$ cat src/rtl/alu_functional_unit.sv
// Integer ALU functional unit behind the reservation station; results are queued and broadcast on the CDB.
// Latency: single-cycle ops are visible on solution one cycle after accept; MUL pushes MUL_LAT cycles after accept.
// Backpressure: ready drops while a MUL iterates or the result FIFO is full; the head result is held until cdb_grant.
// Ports:
//   clock, reset       rising-edge clock, synchronous active-high reset
//   run, instruction_in dispatch strobe and {tag,opcode,dest,opB,opC}
//   ready              dispatch accepted this cycle when run && ready
//   store_cdb, solution FIFO head valid and {dest,tag,data}
//   cdb_grant          pops the head when store_cdb is high
//   illegal_op         one-cycle pulse after a memory-class opcode is accepted
module alu_functional_unit #(
  parameter int RESULT_DEPTH = 4,
  parameter int MUL_LAT      = 4
) (
  input  logic        clock,
  input  logic        reset,
  input  logic        run,
  input  logic [42:0] instruction_in,
  output logic        ready,
  output logic        store_cdb,
  output logic [22:0] solution,
  input  logic        cdb_grant,
  output logic        illegal_op
);

  localparam int PW = $clog2(RESULT_DEPTH);
  localparam int CW = $clog2(MUL_LAT);
  localparam logic [PW:0]   FULL_CNT = (PW+1)'(RESULT_DEPTH);
  localparam logic [CW-1:0] CNT_LOAD = CW'(MUL_LAT - 1);

  localparam logic [0:0] S_IDLE = 1'b0;
  localparam logic [0:0] S_MUL  = 1'b1;

  // Instruction fields
  logic [2:0]  in_tag;
  logic [3:0]  in_op;
  logic [3:0]  in_dest;
  logic [15:0] in_b;
  logic [15:0] in_c;

  assign in_tag  = instruction_in[42:40];
  assign in_op   = instruction_in[39:36];
  assign in_dest = instruction_in[35:32];
  assign in_b    = instruction_in[31:16];
  assign in_c    = instruction_in[15:0];

  // State
  logic [0:0]    state_q, state_d;
  logic [CW-1:0] cnt_q, cnt_d;
  logic [15:0]   mul_b_q, mul_c_q;
  logic [2:0]    mul_tag_q;
  logic [3:0]    mul_dest_q;
  logic          illegal_q;

  logic [22:0]   mem_q [RESULT_DEPTH];
  logic [PW-1:0] wr_ptr_q, wr_ptr_d;
  logic [PW-1:0] rd_ptr_q, rd_ptr_d;
  logic [PW:0]   count_q, count_d;

  // Control
  logic        accept;
  logic        is_illegal;
  logic        is_mul;
  logic        push_single;
  logic        push_mul;
  logic        push;
  logic        pop;
  logic [15:0] alu_res;
  logic [15:0] mul_res;
  logic [22:0] push_dat;

  assign ready       = (state_q == S_IDLE) && (count_q < FULL_CNT);
  assign accept      = run && ready;
  assign is_illegal  = in_op[3];
  assign is_mul      = (in_op[2:0] == 3'b111);
  assign push_single = accept && !is_illegal && !is_mul;
  assign push_mul    = (state_q == S_MUL) && (cnt_q == '0);
  // Never both: a single-cycle push needs IDLE, a MUL push needs MUL.
  assign push        = push_single || push_mul;
  assign store_cdb   = (count_q != '0);
  assign pop         = store_cdb && cdb_grant;

  // Single-cycle datapath; all results wrap modulo 2^16.
  always_comb begin
    alu_res = '0;
    case (in_op[2:0])
      3'b000:  alu_res = in_b + in_c;
      3'b001:  alu_res = in_b - in_c;
      3'b010:  alu_res = in_b & in_c;
      3'b011:  alu_res = in_b | in_c;
      3'b100:  alu_res = in_b ^ in_c;
      3'b101:  alu_res = in_b << in_c[3:0];
      3'b110:  alu_res = in_b >> in_c[3:0];
      default: alu_res = '0;
    endcase
  end

  // Only the low half of the product is kept.
  assign mul_res  = mul_b_q * mul_c_q;
  assign push_dat = push_mul ? {mul_dest_q, mul_tag_q, mul_res}
                             : {in_dest, in_tag, alu_res};

  // Head is masked so solution reads zero whenever the FIFO is empty.
  assign solution   = store_cdb ? mem_q[rd_ptr_q] : '0;
  assign illegal_op = illegal_q;

  // MUL sequencing
  always_comb begin
    state_d = state_q;
    cnt_d   = cnt_q;
    if (state_q == S_IDLE) begin
      if (accept && !is_illegal && is_mul) begin
        state_d = S_MUL;
        cnt_d   = CNT_LOAD;
      end
    end else begin
      if (cnt_q == '0) begin
        state_d = S_IDLE;
      end else begin
        cnt_d = cnt_q - CW'(1);
      end
    end
  end

  // FIFO pointer/count bookkeeping
  always_comb begin
    wr_ptr_d = wr_ptr_q;
    rd_ptr_d = rd_ptr_q;
    count_d  = count_q;
    if (push) wr_ptr_d = wr_ptr_q + PW'(1);
    if (pop)  rd_ptr_d = rd_ptr_q + PW'(1);
    case ({push, pop})
      2'b10:   count_d = count_q + (PW+1)'(1);
      2'b01:   count_d = count_q - (PW+1)'(1);
      default: count_d = count_q;
    endcase
  end

  always_ff @(posedge clock) begin
    if (reset) begin
      state_q    <= S_IDLE;
      cnt_q      <= '0;
      mul_b_q    <= '0;
      mul_c_q    <= '0;
      mul_tag_q  <= '0;
      mul_dest_q <= '0;
      illegal_q  <= 1'b0;
      wr_ptr_q   <= '0;
      rd_ptr_q   <= '0;
      count_q    <= '0;
    end else begin
      state_q   <= state_d;
      cnt_q     <= cnt_d;
      illegal_q <= accept && is_illegal;
      wr_ptr_q  <= wr_ptr_d;
      rd_ptr_q  <= rd_ptr_d;
      count_q   <= count_d;
      if (accept && !is_illegal && is_mul) begin
        mul_b_q    <= in_b;
        mul_c_q    <= in_c;
        mul_tag_q  <= in_tag;
        mul_dest_q <= in_dest;
      end
    end
  end

  // Storage needs no reset: stale entries are unreachable once count is cleared.
  always_ff @(posedge clock) begin
    if (push) mem_q[wr_ptr_q] <= push_dat;
  end

endmodule

$ cat config.mk
export PLATFORM = sky130hd
export DESIGN_NAME = alu_functional_unit
export DESIGN_NICKNAME = d
export VERILOG_FILES = /design/src/rtl/alu_functional_unit.sv
export SDC_FILE = /design/constraint.sdc
export NUM_CORES = 1
export LEC_CHECK = 0
export BUFFER_PORTS_ARGS = -buffer_cell sky130_fd_sc_hd__buf_2
export CAP_MARGIN = 40
export CORE_MARGIN = 3
export CORE_UTILIZATION = 45
export DETAILED_ROUTE_END_ITERATION = 6
export HOLD_SLACK_MARGIN = 0.1
export MAX_ROUTING_LAYER = met4
export PLACE_DENSITY = 0.7
export SETUP_SLACK_MARGIN = 0.1
export SLEW_MARGIN = 10
export SYNTH_ARGS = -nofsm -noshare
export SYNTH_HDL_FRONTEND = slang
export SYNTH_SLANG_ARGS = --single-unit
$ cat constraint.sdc
create_clock -name clock -period 6.5 [get_ports clock]
set_input_delay 0.325 -clock clock [delete_from_list [all_inputs] [get_ports clock]]
set_output_delay 0.325 -clock clock [all_outputs]
set_load 0.05 [all_outputs]
==> results of run 1 <==
==> final timing paths <==
check	from	to
hold reg to reg	mul_dest_q[2]	mul_dest_q[2]
setup / recovery	mul_c_q[1]	mem_q[1][15]
setup reg to reg	mul_c_q[1]	mem_q[1][15]
hold / removal	instruction_in[32]	mul_dest_q[0]
==> cell usage in the layout, fill, tap and decap left out, types with 27 or more instances in the layout <==
| cell type | count |
|---|---|
| mux4_2 | 27 |
| nand2_1 | 201 |
| a21oi_1 | 104 |
| and2_1 | 99 |
| dfxtp_1 | 52 |
| buf_2 | 72 |
| edfxtp_1 | 92 |
| xnor2_1 | 48 |
| nor2_1 | 84 |
| fa_1 | 82 |
| inv_1 | 159 |
| o21ai_0 | 41 |
| ha_1 | 104 |
==> kinds of logic (layout without fill, tap and decap cells) <==
family | Yosys count | in the layout | share of synthesized area
DFF | 144 | 144 | 0.296
adders and majority gates | 186 | 186 | 0.229
AOI/OAI and AO/OA | 243 | 243 | 0.118
xor gates and xnor gates | 64 | 64 | 0.0470
muxes | 49 | 49 | 0.0645
buffers and inverters | 235 | 281 | 0.0721
and+or+nand+nor | 469 | 469 | 0.174
==> flip-flops by register name, indices dropped and copies added, names as in the netlist, 3 cells and up, named ones only <==
| register | flops |
|---|---|
| mul_dest_q | 4 |
| mul_tag_q | 3 |
| mul_b_q | 16 |
| mul_c_q | 16 |
| mem_q | 92 |
| count_q | 3 |
==> synth_stat cells (all sizes together), types with 4 or more instances <==
cell	n	area, µm²
buf	28	150
clkbuf	47	176
o31ai	4	30.0
fa	82	1640
xor2	12	113
nor3	19	111
nor2b	12	75.1
nor2	84	315
edfxtp	92	2760
mux4	27	608
a2111oi	4	35.0
and2	103	648
nand3	11	55.1
a21oi	104	521
o22ai	9	56.3
nand2b	10	62.6
ha	104	1300
a211oi	17	128
a21o	6	45.0
a221oi	7	61.3
nand2	203	767
a31oi	9	56.3
xnor2	51	469
o211ai	5	37.5
o21ai	46	230
inv	160	601
or3	6	42.5
mux2i	21	210
dfxtp	52	1040
nor4	5	31.3
and3	6	37.5
==> power by group <==
part           total, mW  switching, mW  internal (mW)
sequential          1.06         0.0236           1.03
clock              0.982          0.434          0.548
combinational       1.05          0.712          0.334
total               3.08           1.17           1.92
==> layer usage <==
metal / track usage / up-vias
met3: 0.0400 / 47
met5: - / -
met1: 0.341 / 5030
met4: 0.0472 / 0
met2: 0.371 / 431
li1: - / 4746
==> worst max-delay path: cells and delay by family (launching register included) <==
kind | cells | cell delay (ns)
buf+inv | 2 | 0.11
xor+xnor | 6 | 1.38
flops | 1 | 0.68
fa+ha+maj | 6 | 2.90
compound gates | 2 | 0.37
simple gates | 1 | 0.16
==> cell type report <==
cell class	count	area [µm²]	area share
clock inverters	15	166	0.0118
multi-input cells	1011	8140	0.577
repair buffers	89	500	0.0355
clock buffers	17	425	0.0301
inverters	160	601	0.0426
well taps	378	473	0.0335
flip-flops and latches	144	3800	0.270
==> metrics by stage <==
| stage | worst slack, ns | area, µm² | hold slack [ns] |
|---|---|---|---|
| finish | 0.683 | 14100 | 0.169 |
| CTS | 0.652 | 14100 | 0.157 |
| detailed placement | 0.696 | 13500 | 0.452 |
| floorplan | 1.16 | 12900 | 0.437 |
| global placement | 0.869 | 13500 | 0.442 |
| global route | 0.325 | 14100 | 0.169 |
==> out/results.ini, run 1 <==
[grt]
antenna_found_initial = 0
grt_overflow_total = 0
grt_pass1_wl_um = 56800
grt_max_degree = 47
grt_usage = 0.241
grt_pass1_vias = 10100

[clock_tree]
clockRootBuffer = clkbuf_16
cts_buffers = 17
cts_tree = built
clock-sinks = 144
ctsResizeCount = 0
cts.htree.levels = 4
post_cts_buffers = 0
clk_pin_slew_ns = 0.07
clk_path_buf_depth = 2
ctsHoldBuffers = 0
clk_latency_ns = 0.42

[place]
dpl.cell_count = 1782
gp_congestion = 0.992
dp_hpwl_um = 26800
buffer_ports.inserted = 72

[sta]
skew_ns = 0.0153
timing.slew.headroom = 0.439
drv_slew = 0
hold_viol = 0
setup_tns_ns = 0
rsz0062_at_grt = no
worst_pin_slew_ns = 0.840
min_period_over_period = 0.895
setup_viol = 0
fmax_mhz = 172
min_period_ns = 5.82

[logic_synthesis]
avgSynthCellArea_um2 = 9.25
ys_ff_latch = 144
ys_seq_area_frac = 0.296
synth_flop_cell = edfxtp_1
syn_nets = 1623
yosys_warnings = 0
postSynthCellCount = 1390
syn_area_mm2 = 0.0129
synthArstFlopShare = 0
synth_cell_types = 77
synth-edff-count = 92

[route]
drt_first_pass_iters = 7
finalWirelength_um = 35300
wl_met2_um = 16100
top_layer = met4
drc = 0
num_vias = 10300
drtAntennaViolNets = 0
wl_met1_um = 16000
route.met3.wl_um = 2670
initialDrtViolationCount = 1263
via_per_inst = 5.65
wl_per_cell_um = 19.5

[worst_setup_path]
cp-start-kind = register
timing.reg2reg.setup_slack_ns = 0.68
crit_path_end_kind = register
rr_worst_depth = 17
arrival_ns = 6.02
cp_max_fo = 16
cpMaxStageDelayCell = dfxtp_1
required_ns = 6.71
cpPeakStageDelay_ns = 0.68
cpMostUsedCell = fa_1
worst-setup-path-type = reg2reg
crit_path_cell_trace = nand2_1 -> fa_1 -> fa_1 -> inv_1 -> fa_1 -> fa_1 -> inv_1 -> fa_1 -> fa_1 -> xnor2_1 -> xnor2_1 -> xnor2_1 -> xnor2_2 -> xnor3_1 -> xnor2_1 -> a21oi_1 -> a31oi_1

[min_path]
hold_class = in2reg
hold_path_depth = 3

[run_status]
status = completed

[die]
die_height_um = 175
die_area_mm2 = 0.0306
pin_count = 73
die_width_um = 175
std_cell_rows = 61
design.core.area_mm2 = 0.0279
initial_utilization = 0.460

[power]
total_power_mw = 3.08
pwr_density_cell_mw_per_mm2 = 219
p_leak_nw = 5.90
ir_drop_v = 0.000135

[final_layout]
fillers = 2599
syn_to_final_growth_pct = 9.75
final_nets = 1656
drive_above_1_share = 0.120
fin_cells = 1814
finish.utilization = 0.505
n_antenna_cell = 0

[run]
max_cap_violations = 0

No activity file was read; power rests on OpenSTA's default activity.
==> run 2, diff against run 1 <==
- clock period: 6.5 -> 6.6 ns (I/O delays scaled with it)
==> out/results.ini, run 2 (same netlist as run 1, synthesis figures left out) <==
[run_status]
status = completed

[route]
finalWirelength_um = 34900
wl_per_cell_um = 19.3
drt_first_pass_iters = 6
drtAntennaViolNets = 0
drc = 0
wl_met1_um = 15800
wl_met2_um = 16000
initialDrtViolationCount = 1035
top_layer = met4
route.met3.wl_um = 2490
via_per_inst = 5.59
num_vias = 10100

[clock_tree]
clk_path_buf_depth = 2
cts_buffers = 17
clockRootBuffer = clkbuf_16
post_cts_buffers = 0
cts.htree.levels = 4
cts_tree = built
ctsHoldBuffers = 0
ctsResizeCount = 0
clk_latency_ns = 0.42
clock-sinks = 144
clk_pin_slew_ns = 0.06

[worst_setup_path]
cpPeakStageDelay_ns = 0.66
worst-setup-path-type = reg2reg
crit_buf_inv = 0
crit_path_cell_trace = nand2_1 -> fa_1 -> fa_1 -> fa_1 -> fa_1 -> fa_1 -> fa_1 -> xnor2_1 -> xnor2_1 -> xnor2_1 -> xnor2_2 -> xnor3_1 -> xnor2_1 -> a21oi_1 -> a31oi_1
cpMostUsedCell = fa_1
cp-start-kind = register
cpMaxStageDelayCell = dfxtp_1
crit_path_end_kind = register
required_ns = 6.79
arrival_ns = 6.09
cp_max_fo = 16
crit_family = adder cells

[final_layout]
syn_to_final_growth_pct = 9.61
most-common-layout-cells = nand2_1, inv_1, a21oi_1, ha_1, and2_1
final_nets = 1654
n_antenna_cell = 0
reg_top3 = mem_q x92, mul_b_q x16, mul_c_q x16
drive_above_1_share = 0.119
final_common_cell = nand2_1
regMostFlops = mem_q
fin_cells = 1812
largest_reg_flops = 92

[die]
die_area_mm2 = 0.0306
die_height_um = 175
std_cell_rows = 61
design.core.area_mm2 = 0.0279
pin_count = 73
die_width_um = 175
initial_utilization = 0.460

[sta]
timing.final.ws_setup_ns = 0.698
setup_viol = 0
drv_slew = 0
fmax_mhz = 169
setup_tns_ns = 0
hold_viol = 0
skew_ns = 0.0125
rsz0062_at_grt = no
timing.slew.headroom = 0.386
min_period_over_period = 0.894
worst_pin_slew_ns = 0.898
min_period_ns = 5.90

[power]
combPwrFrac = 0.341
ir_drop_v = 0.000134
pwr_density_cell_mw_per_mm2 = 215
internal_power_mw = 1.88
netSwitchingFraction = 0.377
pwr-share-seq = 0.344
p_leak_nw = 5.89
p_switching_mw = 1.14
clock_power_share = 0.315

[place]
buffer_ports.inserted = 72
pre_cts_ws_ns = 0.861
dp_hpwl_um = 26400
dpl.cell_count = 1780
gp_congestion = 1.01

[grt]
grt_pass1_vias = 10100
grt_pass1_wl_um = 56000
antenna_found_initial = 0
grt_max_degree = 47
grt_overflow_total = 0
grt_usage = 0.239

[run]
max_cap_violations = 0

[min_path]
hold_class = in2reg

==> run 2: cell types whose count changed in the layout (fill, tap and decap cells not counted), sizes merged <==
| cell | before | now |
|---|---|---|
| buf | 89 | 87 |
| clkinv | 3 | 4 |
| inv | 170 | 169 |
==> run 2: worst reg2reg max path, cell delays in order (launching register included) <==
cell and delay [ns]:
dfxtp_1 0.66, nand2_1 0.16, fa_1 0.55, fa_1 0.58, fa_1 0.46, fa_1 0.57
fa_1 0.43, fa_1 0.40, xnor2_1 0.19, xnor2_1 0.12, xnor2_1 0.30, xnor2_2 0.16
xnor3_1 0.41, xnor2_1 0.28, a21oi_1 0.11, a31oi_1 0.32
==> run 2: path summary, 6_finish.rpt <==
check,cells after the start,start,slack [ns],to
max reg2reg,15,mul_c_q[1],0.70,mem_q[1][15]
max,15,mul_c_q[1],0.70,mem_q[1][15]
min,3,instruction_in[41],0.17,mul_tag_q[1]
min reg2reg,2,mul_dest_q[1],0.46,mul_dest_q[1]
==> run 2: power groups by stage <==
stage / Clock (mW) / Combinational (mW) / Sequential (mW)
2_1_floorplan: 0 / 0.779 / 1.05
3_5_place_dp: 0 / 1.03 / 1.06
5_1_grt: 1.01 / 1.11 / 1.05
6_report: 0.952 / 1.03 / 1.04
4_1_cts: 0.963 / 1.03 / 1.04
3_3_place_gp: 0 / 1.02 / 1.06
==> run 2: metrics by stage <==
step	instance area, µm²	util	hold WS [ns]	total power [mW]
floorplan	12900	-	0.437	1.83
global placement	13500	0.483	0.442	2.08
detailed placement	13500	0.483	0.447	2.09
CTS	14100	0.505	0.167	3.04
global route	14100	0.505	0.185	3.16
finish	14100	0.505	0.174	3.03
==> run 2: layout make-up <==
class | count | area, µm²
fillers | 2581 | 13800
multi-input cells | 1011 | 8140
flip-flops and latches | 144 | 3800
inverters | 160 | 601
repair buffers | 87 | 485
well taps | 378 | 473
clock buffers | 17 | 425
clock inverters | 15 | 164
==> run 2: routing by layer <==
metal  global-route usage  vias up
li1                     -     4744
met1                0.333     4931
met2                0.372      409
met3               0.0382       45
met4               0.0489        0
met5                    -        -
==> run 3, diff against run 2 <==
- SLEW_MARGIN: 10 -> 20
- clock period: 6.6 -> 6.1 ns (I/O delays scaled with it)
==> out/results.ini, run 3 (same netlist as run 1, synthesis figures left out) <==
[place]
gp_congestion = 1.01
dp_hpwl_um = 27000
buffer_ports.inserted = 72
pre_cts_ws_ns = 0.338

[die]
design.core.area_mm2 = 0.0279
die_width_um = 175
die_area_mm2 = 0.0306
pin_count = 73
initial_utilization = 0.460
std_cell_rows = 61
die_height_um = 175

[sta]
min_period_ns = 5.70
timing.slew.headroom = 0.443
fmax_mhz = 176
rsz0062_at_grt = no
timing.final.ws_setup_ns = 0.403
skew_ns = 0.0150
setup_viol = 0
drv_slew = 0
worst_pin_slew_ns = 0.834
setup_tns_ns = 0
min_period_over_period = 0.934
hold_viol = 0

[worst_setup_path]
cpMostUsedCell = fa_1
required_ns = 6.31
crit_buf_inv = 3
cp_max_fo = 14
cp-start-kind = register
cpPeakStageDelay_ns = 0.64
cpMaxStageDelayCell = dfxtp_1
crit_path_end_kind = register
crit_path_cell_trace = nand2_1 -> fa_1 -> fa_1 -> fa_1 -> fa_1 -> inv_1 -> fa_1 -> inv_1 -> fa_1 -> inv_1 -> ha_1 -> and2_1 -> o21ai_0 -> o21ai_1 -> o41ai_4 -> xnor2_1 -> a21oi_1 -> a31oi_1
timing.reg2reg.setup_slack_ns = 0.40
arrival_ns = 5.90
worst-setup-path-type = reg2reg
crit_family = adder cells

[clock_tree]
clk_pin_slew_ns = 0.07
cts_buffers = 17
ctsHoldBuffers = 0
cts.htree.levels = 4
clock-sinks = 144
post_cts_buffers = 0
clockRootBuffer = clkbuf_16
clk_latency_ns = 0.42
clk_path_buf_depth = 2
cts_tree = built

[final_layout]
final_nets = 1659
reg_top3 = mem_q x92, mul_b_q x16, mul_c_q x16
syn_to_final_growth_pct = 10.1
n_antenna_cell = 0
final_common_cell = nand2_1
largest_reg_flops = 92
most-common-layout-cells = nand2_1, inv_1, a21oi_1, ha_1, and2_1
regMostFlops = mem_q
drive_above_1_share = 0.124

[grt]
grt_usage = 0.244
antenna_found_initial = 0
grt_overflow_total = 0
grt_max_degree = 47
grt_pass1_wl_um = 56900
grt_pass1_vias = 10200

[route]
drt_first_pass_iters = 6
initialDrtViolationCount = 902
drtAntennaViolNets = 0
via_per_inst = 5.59
drc = 0
num_vias = 10200
finalWirelength_um = 35700
wl_per_cell_um = 19.6

[min_path]
hold_class = in2reg

[power]
ir_drop_v = 0.000197
pwr_density_cell_mw_per_mm2 = 234
total_power_mw = 3.32
p_leak_nw = 5.93

[run_status]
status = completed

[run]
max_cap_violations = 0

## run 3: cell count changes in the layout (fill, tap and decap cells not counted), sizes merged
cell	previous run	this run
buf	87	92
clkbuf	17	18
clkinvlp	1	0
inv	169	170
clkinv	4	3
## run 3: metrics by stage
step	utilization	area [µm²]	hold slack [ns]	cells
finish	0.507	14200	0.139	1817
global route	0.507	14200	0.148	1817
CTS	0.506	14100	0.134	1816
detailed placement	0.485	13500	0.452	1784
global placement	0.483	13500	0.442	1781
floorplan	-	12900	0.437	1390
## run 3: per-layer routing
| layer | vias up | GRT usage | share of wire |
|---|---|---|---|
| met5 | - | - | 0 |
| met4 | 0 | 0.0475 | 0.014 |
| met3 | 41 | 0.0406 | 0.065 |
| met2 | 381 | 0.381 | 0.46 |
| met1 | 4977 | 0.339 | 0.46 |
| li1 | 4765 | - | - |
## run 3: final timing paths
path | from | endpoint | cells after the start
worst max-delay path | mul_c_q[3] | mem_q[0][15] | 18
worst min-delay path | instruction_in[34] | mul_dest_q[2] | 3
worst max register to register | mul_c_q[3] | mem_q[0][15] | 18
worst min register to register | mul_dest_q[1] | mul_dest_q[1] | 2
## run 3: cell type report
type	instances	area (µm²)
Timing Repair Buffer	92	536
Multi-Input combinational cell	1011	8140
Clock buffer	18	439
Sequential cell	144	3810
Clock inverter	14	161
Tap cell	378	473
Inverter	160	601
Fill cell	2604	13800
## run 3: repair_timing
action	CTS	global route
gates resized for setup	0	2
endpoints found under the setup margin	0	8
endpoints found under the hold margin	0	0
## run 3: tightest hold or removal path, stage by stage
cell     delay [ns]
buf_2          0.11
nand2_1        0.05
a21oi_1        0.05
## run 3: where the power goes
part / internal [mW] / leakage (nW) / total [mW] / switching (mW)
combinational: 0.358 / 4.37 / 1.13 / 0.769
clock: 0.597 / 0.297 / 1.06 / 0.468
sequential: 1.10 / 1.26 / 1.13 / 0.0255
total: 2.06 / 5.93 / 3.32 / 1.26
